<file path="src/rtl/id_pipe.sv">
// Instruction decode stage for RV32IM: decode, regfile read, hazard check, one output register.
// Latency 1 cycle; ready_i low holds the output register and deasserts inst_ready_o; hazards insert bubbles.
// Defining ID_FWD_EN enables EX/MEM operand forwarding (only an EX load match then stalls).
module id_pipe #(
  parameter int XLEN        = 32,
  parameter int STALL_CNT_W = 16
) (
  input  logic                   clk,
  input  logic                   rst,
  input  logic [31:0]            inst_i,
  input  logic [XLEN-1:0]        inst_addr_i,
  input  logic                   inst_valid_i,
  output logic                   inst_ready_o,
  input  logic                   flush_i,
  output logic [4:0]             reg_raddr1_o,
  output logic [4:0]             reg_raddr2_o,
  input  logic [XLEN-1:0]        reg_rdata1_i,
  input  logic [XLEN-1:0]        reg_rdata2_i,
  input  logic                   ex_we_i,
  input  logic [4:0]             ex_waddr_i,
  input  logic [XLEN-1:0]        ex_wdata_i,
  input  logic                   ex_is_load_i,
  input  logic                   mem_we_i,
  input  logic [4:0]             mem_waddr_i,
  input  logic [XLEN-1:0]        mem_wdata_i,
  output logic                   valid_o,
  input  logic                   ready_i,
  output logic [31:0]            inst_o,
  output logic [XLEN-1:0]        inst_addr_o,
  output logic [4:0]             reg_waddr_o,
  output logic                   reg_we_o,
  output logic [XLEN-1:0]        op1_o,
  output logic [XLEN-1:0]        op2_o,
  output logic                   illegal_o,
  output logic [STALL_CNT_W-1:0] stall_cnt_o
);

  localparam logic [6:0] OPC_OP_IMM = 7'b0010011;
  localparam logic [6:0] OPC_OP     = 7'b0110011;
  localparam logic [6:0] OPC_BRANCH = 7'b1100011;
  localparam logic [6:0] OPC_STORE  = 7'b0100011;
  localparam logic [6:0] OPC_LOAD   = 7'b0000011;
  localparam logic [6:0] OPC_JAL    = 7'b1101111;
  localparam logic [6:0] OPC_JALR   = 7'b1100111;
  localparam logic [6:0] OPC_LUI    = 7'b0110111;
  localparam logic [6:0] OPC_AUIPC  = 7'b0010111;

  typedef enum logic {EMPTY, FULL} state_t;
  // SEL_IMM means the U-immediate on op1 and the I-immediate on op2
  typedef enum logic [1:0] {SEL_ZERO, SEL_RS, SEL_IMM, SEL_PC} sel_t;

  state_t state_q, state_d;
  sel_t   op1_sel, op2_sel;

  logic [6:0]      opcode, funct7;
  logic [2:0]      funct3;
  logic [4:0]      rs1, rs2, rd;
  logic            use_rs1, use_rs2, dec_we, dec_ill;
  logic [XLEN-1:0] imm_i, imm_u, rs1_val, rs2_val, dec_op1, dec_op2;
  logic            ex_m1, ex_m2, mem_m1, mem_m2, hz1, hz2, hazard;
  logic            xfer_in, load_out;

  assign opcode = inst_i[6:0];
  assign rd     = inst_i[11:7];
  assign funct3 = inst_i[14:12];
  assign rs1    = inst_i[19:15];
  assign rs2    = inst_i[24:20];
  assign funct7 = inst_i[31:25];
  assign imm_i  = XLEN'($signed(inst_i[31:20]));
  assign imm_u  = XLEN'($signed({inst_i[31:12], 12'b0}));

  always_comb begin
    use_rs1 = 1'b0;
    use_rs2 = 1'b0;
    dec_we  = 1'b0;
    dec_ill = 1'b0;
    op1_sel = SEL_ZERO;
    op2_sel = SEL_ZERO;
    case (opcode)
      OPC_OP_IMM: begin
        use_rs1 = 1'b1; dec_we = 1'b1; op1_sel = SEL_RS; op2_sel = SEL_IMM;
        if (funct3 == 3'b001)
          dec_ill = (funct7 != 7'h00);
        else if (funct3 == 3'b101)
          dec_ill = (funct7 != 7'h00) && (funct7 != 7'h20);
      end
      OPC_OP: begin
        use_rs1 = 1'b1; use_rs2 = 1'b1; dec_we = 1'b1; op1_sel = SEL_RS; op2_sel = SEL_RS;
        if (funct7 == 7'h20)
          dec_ill = (funct3 != 3'b000) && (funct3 != 3'b101);
        else
          dec_ill = (funct7 != 7'h00) && (funct7 != 7'h01);
      end
      OPC_BRANCH: begin
        use_rs1 = 1'b1; use_rs2 = 1'b1; op1_sel = SEL_RS; op2_sel = SEL_RS;
        dec_ill = (funct3 == 3'b010) || (funct3 == 3'b011);
      end
      OPC_STORE: begin
        use_rs1 = 1'b1; use_rs2 = 1'b1; op1_sel = SEL_RS; op2_sel = SEL_RS;
        dec_ill = (funct3 > 3'b010);
      end
      OPC_LOAD: begin
        use_rs1 = 1'b1; dec_we = 1'b1; op1_sel = SEL_RS; op2_sel = SEL_IMM;
        dec_ill = (funct3 == 3'b011) || (funct3 > 3'b101);
      end
      OPC_JAL: dec_we = 1'b1;
      OPC_JALR: begin
        use_rs1 = 1'b1; dec_we = 1'b1; op1_sel = SEL_RS; op2_sel = SEL_IMM;
        dec_ill = (funct3 != 3'b000);
      end
      OPC_LUI:   begin dec_we = 1'b1; op1_sel = SEL_IMM; end
      OPC_AUIPC: begin dec_we = 1'b1; op1_sel = SEL_IMM; op2_sel = SEL_PC; end
      default:   dec_ill = 1'b1;
    endcase
    // An illegal instruction reads nothing and writes nothing
    if (dec_ill) begin
      use_rs1 = 1'b0;
      use_rs2 = 1'b0;
      dec_we  = 1'b0;
      op1_sel = SEL_ZERO;
      op2_sel = SEL_ZERO;
    end
  end

  assign reg_raddr1_o = use_rs1 ? rs1 : 5'd0;
  assign reg_raddr2_o = use_rs2 ? rs2 : 5'd0;

  assign ex_m1  = ex_we_i  && (reg_raddr1_o != 5'd0) && (ex_waddr_i  == reg_raddr1_o);
  assign ex_m2  = ex_we_i  && (reg_raddr2_o != 5'd0) && (ex_waddr_i  == reg_raddr2_o);
  assign mem_m1 = mem_we_i && (reg_raddr1_o != 5'd0) && (mem_waddr_i == reg_raddr1_o);
  assign mem_m2 = mem_we_i && (reg_raddr2_o != 5'd0) && (mem_waddr_i == reg_raddr2_o);

`ifdef ID_FWD_EN
  assign hz1     = ex_m1 && ex_is_load_i;
  assign hz2     = ex_m2 && ex_is_load_i;
  assign rs1_val = ex_m1 ? ex_wdata_i : (mem_m1 ? mem_wdata_i : reg_rdata1_i);
  assign rs2_val = ex_m2 ? ex_wdata_i : (mem_m2 ? mem_wdata_i : reg_rdata2_i);
`else
  logic unused_fwd;
  assign unused_fwd = ex_is_load_i ^ (^ex_wdata_i) ^ (^mem_wdata_i);
  assign hz1     = ex_m1 || mem_m1;
  assign hz2     = ex_m2 || mem_m2;
  assign rs1_val = reg_rdata1_i;
  assign rs2_val = reg_rdata2_i;
`endif

  always_comb begin
    case (op1_sel)
      SEL_RS:  dec_op1 = rs1_val;
      SEL_IMM: dec_op1 = imm_u;
      default: dec_op1 = '0;
    endcase
    case (op2_sel)
      SEL_RS:  dec_op2 = rs2_val;
      SEL_IMM: dec_op2 = imm_i;
      SEL_PC:  dec_op2 = inst_addr_i;
      default: dec_op2 = '0;
    endcase
  end

  assign hazard       = inst_valid_i && (hz1 || hz2);
  assign valid_o      = (state_q == FULL);
  assign inst_ready_o = !hazard && (!valid_o || ready_i);
  assign xfer_in      = inst_valid_i && inst_ready_o;
  assign load_out     = xfer_in && !flush_i;

  always_comb begin
    state_d = state_q;
    if (flush_i)
      state_d = EMPTY;
    else if (xfer_in)
      state_d = FULL;
    else if (state_q == FULL && ready_i)
      state_d = EMPTY;
  end

  always_ff @(posedge clk or posedge rst) begin
    if (rst) state_q <= EMPTY;
    else     state_q <= state_d;
  end

  always_ff @(posedge clk or posedge rst) begin
    if (rst) begin
      inst_o      <= '0;
      inst_addr_o <= '0;
      reg_waddr_o <= '0;
      reg_we_o    <= 1'b0;
      op1_o       <= '0;
      op2_o       <= '0;
      illegal_o   <= 1'b0;
    end else if (load_out) begin
      inst_o      <= inst_i;
      inst_addr_o <= inst_addr_i;
      reg_waddr_o <= dec_we ? rd : 5'd0;
      reg_we_o    <= dec_we;
      op1_o       <= dec_op1;
      op2_o       <= dec_op2;
      illegal_o   <= dec_ill;
    end
  end

  always_ff @(posedge clk or posedge rst) begin
    if (rst)
      stall_cnt_o <= '0;
    else if (hazard && !flush_i && (stall_cnt_o != '1))
      stall_cnt_o <= stall_cnt_o + STALL_CNT_W'(1);
  end

endmodule

</file>
<file path="config.mk">
export PLATFORM = sky130hd
export DESIGN_NAME = id_pipe
export DESIGN_NICKNAME = d
export VERILOG_FILES = /design/src/rtl/id_pipe.sv
export SDC_FILE = /design/constraint.sdc
export NUM_CORES = 1
export LEC_CHECK = 0
export CAP_MARGIN = 25
export CELL_PAD_IN_SITES_DETAIL_PLACEMENT = 0
export CELL_PAD_IN_SITES_GLOBAL_PLACEMENT = 1
export CORE_MARGIN = 2
export CORE_UTILIZATION = 33
export CTS_BUF_LIST = sky130_fd_sc_hd__clkbuf_16
export CTS_CLUSTER_SIZE = 28
export DETAILED_ROUTE_END_ITERATION = 10
export GPL_ROUTABILITY_DRIVEN = 0
export PLACE_DENSITY = 0.95
export SETUP_SLACK_MARGIN = 0.4
export SLEW_MARGIN = 20
export SYNTH_ARGS = -nofsm -noshare
export SYNTH_HDL_FRONTEND = slang
export SYNTH_SLANG_ARGS = --single-unit
</file>
<file path="constraint.sdc">
create_clock -name clk -period 10.96 [get_ports clk]
set_clock_uncertainty 0.15 [all_clocks]
set_input_delay 1.644 -clock clk [delete_from_list [all_inputs] [get_ports clk]]
set_output_delay 1.644 -clock clk [all_outputs]
set_load 0.05 [all_outputs]
</file>
==> run metrics <==
cts bufs inserted=17; boundary pin count=around 370; Post-CTS Hold Buffers=0; Initial Util=about a third; Critical-path top delay cell=clkdlybuf4s50_1; CP required=9.17 ns; Avg Inst Size Synth=12.4 um^2; Critical Path Source Type=input port; count of final setup violators=0; gr ovfl total=0; worst-path fanout max=17; initial antenna violation count=0; total wire length=23.0 mm; reg2reg path depth=7; Initial DRC Count=~340; WL met1=slightly below 10 mm; total power=~1600 uW; routed via count=6009; Synth async-reset ratio=100%; reg-to-reg endpoint=stall_cnt_o[4]$_DFFE_PP0P_; CTS Root Cell=clkbuf_16; top post-synthesis cells by area=dfrtp_1 51%, mux2_2 15%, mux2i_1 3.9%, xor2_1 3.1%, a221o_1 2.8%; area occupied by multi-input gates=0.00325 mm^2; cell row count=54; dominant synthesized flop cell=dfrtp_1; placed cells=roughly 1100; final antenna-violating net count=0; Routed wire per std cell=19.5 um; fin crit share=65.4%; # fillers=1945; final worst slack=3.79 ns; post-CTS sizing=0; synth unique cells=55; Nets=1099; met3 wire length=1.55 mm; EDFF count, synth=0; CP max stage delay=0.84 ns; share of layout cells above drive strength 1=about 17%; Clock Tree Buf Depth=2; Total Routing Usage GR=19.5%; global-route wire length before repair=36.5 mm; Yosys warning count=0; Synth Net Count=814; Worst Setup EP=inst_ready_o; H-tree Lvls=4; Crit. Startpoint=inst_i[6]; post-DP HPWL=around 16 mm; vias in the first global route=6410; Leak=0.00473 uW; Vias/cell=around 5.1; clock sink total=roughly 150; core area=0.0220 mm^2; Max Cap Viol=0; largest net degree at the start of global routing=86; Setup Crit Path Kind=in -> out; non-filler instance count after layout=1179; RSZ-0062 raised after global routing=no; Reg clk slew, reported paths=roughly 0.07 ns; uppermost layer routed=met4; r2r setup slk=8.47 ns; die area=0.0238 mm^2; Ant. Diodes=0; Worst-Skew Late Latency=0.42 ns; Die Ht=154 um; minimum clock period=just over 7 ns; reg2reg start=stall_cnt_o[8]$_DFFE_PP0P_; Worst setup EP type=primary output; worst vdd ir=~0.094 mV; actual slew at the worst max-slew pin=between 1 and 1.5 ns; Synth area leader=dfrtp_1; status=finished clean; fmax=139 MHz; Min Hold Slack=between 0.3 and 0.4 ns; Fin. Hold Viols=0; Setup Fix Bufs, Post-CTS=0; Synth top area share=51.1%; FF+latch area=0.00380 mm^2; drc violations=0; Port-buffer cells=307; cells after synthesis=601; worst slack, placed=3.79 ns; Final Max Slew Viols=0; Worst EP arrival=5.38 ns; Hold Crit Class=reg -> reg; met2 wire length=11.2 mm; area grow syn2layout=51.0%; crit-path cells=clkdlybuf4s50_1, or3b_1, a2111oi_2, a311oi_1, and4_1, a22oi_4, nand2_1, a21boi_0, clkdlybuf4s50_1; synthesized area=0.00744 mm^2; CP most frequent cell=clkdlybuf4s50_1; setup TNS=0 ns; Worst slew margin=33.0%; Yosys reg bits=152; CTS tree=done; Die X=154 um; sequential fraction of the synthesis area=51.1%; PwrDens=146 mW/mm^2; TritonRoute pass-1 iters=6
cell usage in the layout (no fill, tap or decap), types with 5 or more instances in the layout:
cell type          n
clkdlybuf4s50_1  307
dfrtp_1          152
mux2_2            97
inv_1             35
nand2_1           29
mux2i_1           29
xor2_1            26
a221o_1           21
a22o_1            20
clkbuf_16         17
and2_1            12
a21oi_1           12
mux2_4            11
a222oi_1          11
nor2_1            10
nand3_1            8
nand4_1            8
xnor2_1            7
inv_6              7
and3_1             5
a2111oi_0          5
buf_4              5
cell type report:
class                           instances  share of cell area [%]
Clock buffer                           17                    3.78
Timing Repair Buffer                  312                    27.7
Inverter                               36                    1.25
Clock inverter                         15                    1.40
Sequential cell                       152                    33.8
Tap cell                              280                    3.12
Multi-Input combinational cell        367                    28.9
flip-flops by register name, summed over array words and instances, names as in the netlist:
name / count
illegal_o: 1
op2_o: 32
reg_we_o: 1
stall_cnt_o: 16
inst_addr_o: 32
reg_waddr_o: 5
inst_o: 32
op1_o: 32
valid_o: 1
worst min path at each step:
stage,startpoint,end,slack [ns],depth (start not counted)
after CTS,stall_cnt_o[7]$_DFFE_PP0P_,stall_cnt_o[7]$_DFFE_PP0P_,0.35,1
after global routing,stall_cnt_o[12]$_DFFE_PP0P_,stall_cnt_o[12]$_DFFE_PP0P_,0.36,1
after floorplan,op1_o[0]$_DFFE_PP0P_,op1_o[0]$_DFFE_PP0P_,0.60,2
final,stall_cnt_o[7]$_DFFE_PP0P_,stall_cnt_o[7]$_DFFE_PP0P_,0.34,1
after global placement,stall_cnt_o[12]$_DFFE_PP0P_,stall_cnt_o[12]$_DFFE_PP0P_,0.32,1
after detailed placement,stall_cnt_o[7]$_DFFE_PP0P_,stall_cnt_o[7]$_DFFE_PP0P_,0.33,1
stage by stage:
step	instance area [um^2]	util, %
floorplan	7440	-
global placement	10700	48.5
detailed placement	10700	48.5
CTS	11200	51.2
global route	11200	51.2
finish	11200	51.2
where the power goes:
| part | total (uW) | internal [uW] | switching, uW |
|---|---|---|---|
| clock | 589 | 324 | 265 |
| sequential | 628 | 605 | 22.4 |
| combinational | 428 | 174 | 253 |
| total | 1640 | 1100 | 540 |
routing by layer:
layer | vias up | GRT usage, %
met4 | 0 | 5.74
li1 | 2762 | -
met5 | - | 0
met1 | 3010 | 24.9
met2 | 214 | 32.7
met3 | 23 | 5.27
logic make-up after synthesis:
family / Yosys count / share of synthesized area (%)
compound gates: 90 / 10.4
xor+xnor: 33 / 3.88
fa+ha+maj: 3 / 0.504
buf+inv: 82 / 5.60
flops: 152 / 51.1
mux: 137 / 20.8
simple gates: 104 / 7.70
worst max-delay path, delay by kind of cell:
kind	cells	cell delay, ns
AO/OA/AOI/OAI	4	1.16
AND/OR/NAND/NOR	3	0.98
buffers and inverters	2	1.58
synth_stat cells (2+ instances only):
cell         n
a2111oi_0    5
o2111ai_1    2
buf_6        3
a222oi_1    11
nor2_1      11
xnor2_1      7
and3_1       5
o21bai_1     2
and4b_1      3
mux2_2      97
clkbuf_1    25
nor3_1       5
mux2i_1     29
dfrtp_1    152
ha_1         3
buf_4       10
and2_1      12
o21ai_0      4
inv_1       36
a221o_1     21
buf_12       2
a21boi_0     2
nor2b_1      5
nor4_1       3
nand4_1      8
nand2_1     29
a21oi_1     12
xor2_1      26
a22o_1      20
nand2b_1     3
nand3_1      8
a211oi_1     3
or4_1        2
buf_2        3
mux2_4      11
nand3b_1     2
Note: power is estimated with default switching activity, not from simulation.
